$ cat config.mk
export PLATFORM = sky130hd
export DESIGN_NAME = result_sram_writer
export DESIGN_NICKNAME = d
export VERILOG_FILES = /design/src/rtl/result_sram_writer.sv
export SDC_FILE = /design/constraint.sdc
export NUM_CORES = 1
export LEC_CHECK = 0
export CAP_MARGIN = 20
export CORE_MARGIN = 1
export CORE_UTILIZATION = 50
export DETAILED_ROUTE_END_ITERATION = 7
export HOLD_SLACK_MARGIN = 0.03
export PLACE_DENSITY_LB_ADDON = 0.15
export SYNTH_ARGS = -nofsm -noshare
export SYNTH_HDL_FRONTEND = slang
export SYNTH_SLANG_ARGS = --single-unit
$ cat constraint.sdc
create_clock -name CLK -period 7.55 [get_ports CLK]
set_clock_uncertainty 0.2 [all_clocks]
set_input_delay 1.51 -clock CLK [delete_from_list [all_inputs] [get_ports CLK]]
set_output_delay 1.51 -clock CLK [all_outputs]
set_load 0.1 [all_outputs]
$ cat src/rtl/result_sram_writer.sv
// Streams a programmed number of packed result words into SRAM through a req/gnt
// write port. A small FIFO decouples capture from SRAM back-pressure.
module result_sram_writer #(
  parameter int unsigned ADDR_W     = 32,
  parameter int unsigned CNT_W      = 16,
  parameter int unsigned FIFO_DEPTH = 4
) (
  input  logic              CLK,
  input  logic              RESETn,
  input  logic              start,
  input  logic [ADDR_W-1:0] base_addr,
  input  logic [CNT_W-1:0]  num_words,
  input  logic              shift_out,
  input  logic [31:0]       to_sram,
  output logic              sram_req,
  output logic              sram_we,
  output logic [3:0]        sram_be,
  output logic [ADDR_W-1:0] sram_addr,
  output logic [31:0]       sram_wdata,
  input  logic              sram_gnt,
  output logic              busy,
  output logic              done,
  output logic              overflow
);

  localparam int unsigned      PTR_W    = $clog2(FIFO_DEPTH);
  localparam logic [PTR_W:0]   FULL_CNT = (PTR_W+1)'(FIFO_DEPTH);

  typedef enum logic [1:0] {S_IDLE, S_RUN, S_DRAIN, S_DONE} state_t;

  state_t            r_state;
  state_t            w_state_nxt;
  logic              r_cap_pend;
  logic [CNT_W-1:0]  r_num;
  logic [CNT_W-1:0]  r_cap_cnt;
  logic [ADDR_W-1:0] r_wptr;
  logic [31:0]       r_mem [FIFO_DEPTH];
  logic [PTR_W-1:0]  r_rd_idx;
  logic [PTR_W-1:0]  r_wr_idx;
  logic [PTR_W:0]    r_count;
  logic              r_overflow;

  logic w_start_acc;
  logic w_push_ev;
  logic w_push;
  logic w_pop;
  logic w_full;
  logic w_empty;
  logic w_last_cap;

  assign w_empty    = (r_count == '0);
  assign w_full     = (r_count == FULL_CNT);
  assign w_pop      = !w_empty && sram_gnt;
  // The result register holds the new word one cycle after shift_out.
  assign w_push_ev  = (r_state == S_RUN) && r_cap_pend;
  assign w_push     = w_push_ev && (!w_full || w_pop);
  assign w_last_cap = w_push_ev && ((r_cap_cnt + CNT_W'(1)) == r_num);

  always_comb begin
    w_state_nxt = r_state;
    w_start_acc = 1'b0;
    case (r_state)
      S_IDLE, S_DONE: begin
        if (start) begin
          w_start_acc = 1'b1;
          w_state_nxt = (num_words == '0) ? S_DONE : S_RUN;
        end
      end
      S_RUN:   if (w_last_cap) w_state_nxt = S_DRAIN;
      S_DRAIN: if (w_empty)    w_state_nxt = S_DONE;
      default: w_state_nxt = S_IDLE;
    endcase
  end

  always_ff @(posedge CLK or negedge RESETn) begin
    if (!RESETn) begin
      r_state    <= S_IDLE;
      r_cap_pend <= 1'b0;
      r_num      <= '0;
      r_cap_cnt  <= '0;
      r_wptr     <= '0;
      r_rd_idx   <= '0;
      r_wr_idx   <= '0;
      r_count    <= '0;
      r_overflow <= 1'b0;
    end else begin
      r_state    <= w_state_nxt;
      r_cap_pend <= shift_out;
      if (w_start_acc) begin
        r_num      <= num_words;
        r_cap_cnt  <= '0;
        r_wptr     <= base_addr;
        r_overflow <= 1'b0;
      end else begin
        if (w_push_ev)           r_cap_cnt  <= r_cap_cnt + CNT_W'(1);
        if (w_push_ev && !w_push) r_overflow <= 1'b1;
        if (w_pop)               r_wptr     <= r_wptr + ADDR_W'(4);
      end
      if (w_push) r_wr_idx <= r_wr_idx + PTR_W'(1);
      if (w_pop)  r_rd_idx <= r_rd_idx + PTR_W'(1);
      case ({w_push, w_pop})
        2'b10:   r_count <= r_count + (PTR_W+1)'(1);
        2'b01:   r_count <= r_count - (PTR_W+1)'(1);
        default: r_count <= r_count;
      endcase
    end
  end

  always_ff @(posedge CLK) begin
    if (w_push) r_mem[r_wr_idx] <= to_sram;
  end

  // Request and data depend only on registered FIFO state, never on sram_gnt.
  assign sram_req   = !w_empty;
  assign sram_we    = sram_req;
  assign sram_be    = sram_req ? 4'hF : 4'h0;
  assign sram_addr  = r_wptr;
  assign sram_wdata = sram_req ? r_mem[r_rd_idx] : 32'h0;
  assign busy       = (r_state == S_RUN) || (r_state == S_DRAIN);
  assign done       = (r_state == S_DONE);
  assign overflow   = r_overflow;

endmodule

==> flow_summary.json, run 1 <==
{
  "status": "finished clean",
  "dp.final_hpwl_um": 12500,
  "fin_nets": 929,
  "diodes": 0,
  "die_w_um": 137,
  "gp_congestion": 0.852,
  "numCtsBuffers": 22,
  "syn_inst": 689,
  "synth_area_per_cell_um2": 13.2,
  "path_cells": "buf_4 > mux4_2 > and2_1 > clkdlybuf4s50_1",
  "required_ns": 5.84,
  "slew_violations": 0,
  "min_path_type": "reg -> reg",
  "start_util_pct": 51.7,
  "wl_um": 19100,
  "drt_iter0_drc": 352,
  "cts_htree_levels": 1,
  "rsz0062_at_grt": "false",
  "yosysWarnings": 0,
  "synth-edff-count": 128,
  "synth-main-ff-cell": "edfxtp_1",
  "tns_ns": 0,
  "crit_fanout": 34,
  "die-area_um2": 18700,
  "synth_area_leaders": "edfxtp_1 (42%), dfrtp_1 (21%), mux4_2 (7.9%)",
  "gr-usage-met1_pct": 27.5,
  "root_buffer": "clkbuf_16",
  "async_reset_ff_share_pct": 36.9,
  "worstMarginPinSlew_ns": 1.04,
  "worstPathArrival_ns": 3.13,
  "crit_slowest_cell": "clkdlybuf4s50_1",
  "synth_top_area_share_pct": 42.4,
  "die_height_um": 137,
  "synth_area_um2": 9070,
  "relSlewSlack_pct": 30.5,
  "fin_crit_ns": 4.84,
  "firstDrtPassIters": 4,
  "fmax_mhz": 207,
  "endpoint_kind": "primary output",
  "finalCritPeriodShare_pct": 64.1,
  "grt_overflow": 0,
  "antenna_found_initial": 1,
  "multiInputGateArea_um2": 3130,
  "synth.most_common_cell": "edfxtp_1",
  "io_buffers": 157,
  "worstSetupPathType": "reg -> out",
  "wire_per_inst_um": 17.7,
  "ys_types": 50,
  "grtUsageTotal_pct": 21.3,
  "max-cap-violations": 0,
  "via_count": 5849,
  "coreArea_um2": 17500,
  "cp_slowest_stage_delay_ns": 0.97,
  "setup-violations-final": 0,
  "io_pins": 158,
  "syn_nets": 784,
  "worstSetupStartpointType": "register",
  "seqCellArea_um2": 5720,
  "grt_pass1_wl_um": 30800,
  "postCtsSetupBuffers": 0,
  "path_buf_inv": 2,
  "ys_seq_area_share_pct": 63.0,
  "use_met3_pct": 4.74,
  "clk_path_buf_depth": 3,
  "ys_ff_latch": 203,
  "cts_tree": "done",
  "ant_nets": 0,
  "finalHoldViolations": 0,
  "cts.sinks": 203,
  "grt-busiest-layer": "met2",
  "use_met2_pct": 36.1,
  "cp_top_family": "buffers and inverters",
  "grt_pass1_vias": 6041,
  "num_rows": 48,
  "fillers": 1274,
  "viasPerCell": 5.44,
  "hold_buffers": 0,
  "route.detailed.drc": 0,
  "syn_to_final_growth_pct": 26.7,
  "grt_max_degree": 78,
  "yosys.area.top_type": "edfxtp_1",
  "ys_top_cells_by_count": "edfxtp_1 (128), nand2_1 (115), dfrtp_1 (75)",
  "drive_above_1_share_pct": 9.88,
  "clkSlewWorstSetupHoldPaths_ns": 0.06,
  "insertion_delay_ns": 0.50,
  "cts_resized": 0
}
## final timing paths
check / to / slack [ns] / from / depth (start not counted)
min in group asynchronous: r_num[15]$_DFFE_PN0P_ / 0.95 / RESETn / 1
min: sram_addr[1]$_DFFE_PN0P_ / 0.28 / sram_addr[1]$_DFFE_PN0P_ / 2
max reg2reg: r_mem[3][7]$_DFFE_PP_ / 4.47 / r_state[1]$_DFFE_PN0P_ / 5
max in group asynchronous: r_rd_idx[0]$_DFFE_PN0P_ / 5.51 / RESETn / 1
max: sram_wdata[25] / 2.71 / r_rd_idx[0]$_DFFE_PN0P_ / 4
min reg2reg: sram_addr[1]$_DFFE_PN0P_ / 0.28 / sram_addr[1]$_DFFE_PN0P_ / 2
## logic make-up (layout without fill, tap and decap cells)
group,after synthesis,count (layout),synth area share [%]
simple gates,258,258,13.9
flops,203,203,63.0
compound gates,68,68,4.58
xor+xnor,64,64,6.18
buf+inv,50,211,2.50
mux,36,36,8.38
fa+ha+maj,10,10,1.46
## worst min-delay path, cell delays in order, from the launching register on
cell and delay [ns]:
dfrtp_1 0.34, nand2_1 0.05, nand2_1 0.06
## layer usage
metal  up-vias  wire [um]
met5         -         11
met1      2877       7920
met2       164       9500
met3        40       1110
met4         2        545
li1       2766          -
## stage by stage
step / setup slack, ns / instances / cell area [um^2] / hold slack [ns] / utilization (%)
global route: 2.55 / 1075 / 11500 / 0.324 / 65.6
finish: 2.71 / 1075 / 11500 / 0.280 / 65.6
CTS: 2.63 / 1075 / 11500 / 0.288 / 65.6
detailed placement: 3.18 / 1035 / 10800 / 0.275 / 61.4
global placement: 3.17 / 1035 / 10800 / 0.257 / 61.4
floorplan: 3.84 / 689 / 9070 / 0.265 / -
## placed cells by master, fill, tap and decap left out, drive strengths merged, types with 5 or more instances in the layout
master,Yosys,final
a21oi,9,9
and2,39,39
and3,8,8
buf,14,5
clkbuf,26,33
clkdlybuf4s50,0,156
clkinv,0,6
dfrtp,75,75
edfxtp,128,128
ha,9,9
inv,10,10
mux4,32,32
nand2,115,115
nand3,17,17
nand4,15,15
nor2,31,31
nor3,8,8
nor4,7,7
o21ai,40,40
or3,9,9
xnor2,35,35
xor2,29,29
## state kept, by name, indices dropped and copies added, names as in the netlist
| signal | count |
|---|---|
| r_num | 16 |
| r_rd_idx | 2 |
| r_wr_idx | 2 |
| r_cap_cnt | 16 |
| r_count | 3 |
| r_mem | 128 |
| overflow | 1 |
| sram_addr | 32 |
| r_state | 2 |
| r_cap_pend | 1 |
## area by class of cell
class | count | area share (%)
flip-flops and latches | 203 | 49.8
clock inverters | 7 | 0.642
repair buffers | 161 | 13.9
clock buffers | 33 | 5.67
inverters | 10 | 0.326
well taps | 225 | 2.45
multi-input cells | 436 | 27.2
Power of run 1 is not shown: default switching activity piles up to over one toggle a cycle in this logic, so the estimate is an artifact.
==> inputs of run 2 (changes only) <==
==> constraint.sdc (replaced) <==
create_clock -name CLK -period 4.8 [get_ports CLK]
set_clock_uncertainty 0.2 [all_clocks]
set_input_delay 0.96 -clock CLK [delete_from_list [all_inputs] [get_ports CLK]]
set_output_delay 0.96 -clock CLK [all_outputs]
set_load 0.1 [all_outputs]
==> run 2 against run 1 <==
Against the previous run:
- global-route usage fell by 0.056 points
- core utilization fell by 0.96 points
- die area did not move
- non-clock buffer count rose by 1
- worst hold slack improved by 0.0067 ns
==> flow_summary.json, run 2 (synthesized netlist as in run 1, its figures left out) <==
{
  "worstSetupStartpointType": "register",
  "slew_violations": 0,
  "r2r-start": "r_state[1]$_DFFE_PN0P_",
  "wire_per_inst_um": 17.7,
  "crit_fanout": 19,
  "regMostFlops": "r_mem",
  "final_common_cell": "edfxtp_1",
  "grtUsageTotal_pct": 21.3,
  "hold_ws_ns": 0.286,
  "dp.final_hpwl_um": 12600,
  "via_count": 5797,
  "min_path_cells": 2,
  "fin_crit_ns": 3.74,
  "cpMostUsedCell": "buf_4",
  "min_path_type": "reg -> reg",
  "antenna_found_initial": 0,
  "firstDrtPassIters": 5,
  "crit_slowest_cell": "dfrtp_2",
  "grt_pass1_wl_um": 30500,
  "cts_tree": "done",
  "hold_start": "sram_addr[0]$_DFFE_PN0P_",
  "io_buffers": 157,
  "ant_nets": 0,
  "syn_to_final_growth_pct": 24.9,
  "cp_slowest_stage_delay_ns": 0.77,
  "seqCellArea_um2": 5720,
  "crit_start": "r_rd_idx[0]$_DFFE_PN0P_",
  "gp_congestion": 0.804,
  "fmax_mhz": 268,
  "clkSlewWorstSetupHoldPaths_ns": 0.06,
  "multiInputGateArea_um2": 3130,
  "io_pins": 158,
  "viasPerCell": 5.40,
  "path_cells": "buf_4 > mux4_2 > and2_1 > buf_4",
  "worstPathArrival_ns": 2.58,
  "start_util_pct": 51.7,
  "numCtsBuffers": 21,
  "insertion_delay_ns": 0.50,
  "diodes": 0,
  "finalCritPeriodShare_pct": 77.8,
  "num_rows": 48,
  "die-area_um2": 18700,
  "grt_overflow": 0,
  "fin_nets": 929,
  "rsz0062_at_grt": "false",
  "die_height_um": 137,
  "wl_um": 19000,
  "drive_above_1_share_pct": 13.8,
  "finalHoldViolations": 0,
  "worstMarginPinSlew_ns": 1.03,
  "postCtsSetupBuffers": 0,
  "layout_common_cells": "edfxtp_1 (128), clkdlybuf4s50_1 (118), nand2_1 (115), dfrtp_1 (74), buf_4 (43)",
  "largest_reg_flops": 128,
  "relSlewSlack_pct": 31.4,
  "required_ns": 3.64,
  "tns_ns": 0,
  "max-cap-violations": 0,
  "drt_iter0_drc": 293,
  "clk_path_buf_depth": 3,
  "hold_buffers": 0,
  "die_w_um": 137,
  "endpoint_kind": "primary output",
  "cts.sinks": 203,
  "fillers": 1297,
  "grt_max_degree": 76,
  "ff2ff_path_depth": 5,
  "cts_resized": 0,
  "root_buffer": "clkbuf_16",
  "status": "finished clean",
  "cts_htree_levels": 1,
  "route.detailed.drc": 0,
  "coreArea_um2": 17500,
  "setup-violations-final": 0,
  "grt_pass1_vias": 6043,
  "worstSetupPathType": "reg -> out"
}
-- run 2: cell type report --
cell class,count,area share [%]
sequential,203,50.5
clock inverter,15,0.872
clock buffer,23,4.70
multi-input combinational,436,27.7
timing repair buffer,162,13.5
inverter,10,0.331
tap,225,2.48
-- run 2: critical path: cells and delay by family, from the launching register on --
family	cells	cell delay (ns)
DFF	1	0.77
and+or+nand+nor	1	0.20
muxes	1	0.52
buffers and inverters	2	0.57
-- run 2: per-stage QoR --
step / instances / util [%] / area (um^2) / setup slack [ns]
after floorplan: 689 / - / 9070 / 1.64
after global placement: 1036 / 61.0 / 10700 / 1.34
after detailed placement: 1036 / 61.0 / 10700 / 1.20
after CTS: 1074 / 64.6 / 11300 / 0.984
after global routing: 1074 / 64.6 / 11300 / 0.900
final: 1074 / 64.6 / 11300 / 1.06
-- run 2: worst paths after layout --
path | endpoint | slack (ns)
min in group asynchronous | r_num[11]$_DFFE_PN0P_ | 0.39
max in group asynchronous | r_rd_idx[0]$_DFFE_PN0P_ | 3.30
setup / recovery | sram_wdata[12] | 1.06
setup reg to reg | r_mem[0][11]$_DFFE_PP_ | 1.78
hold / removal | sram_addr[0]$_DFFE_PN0P_ | 0.29
hold reg to reg | sram_addr[0]$_DFFE_PN0P_ | 0.29
-- run 2: metal layers --
metal	GRT usage, %	routed length [um]	part of all wire [%]	vias to the layer above
met4	6.60	432	2.3	0
met3	3.44	846	4.4	35
met5	0	0	0	-
met1	27.9	8160	43	2865
met2	36.4	9610	50	134
li1	-	-	-	2763
Power of run 2 is left out for the same reason.
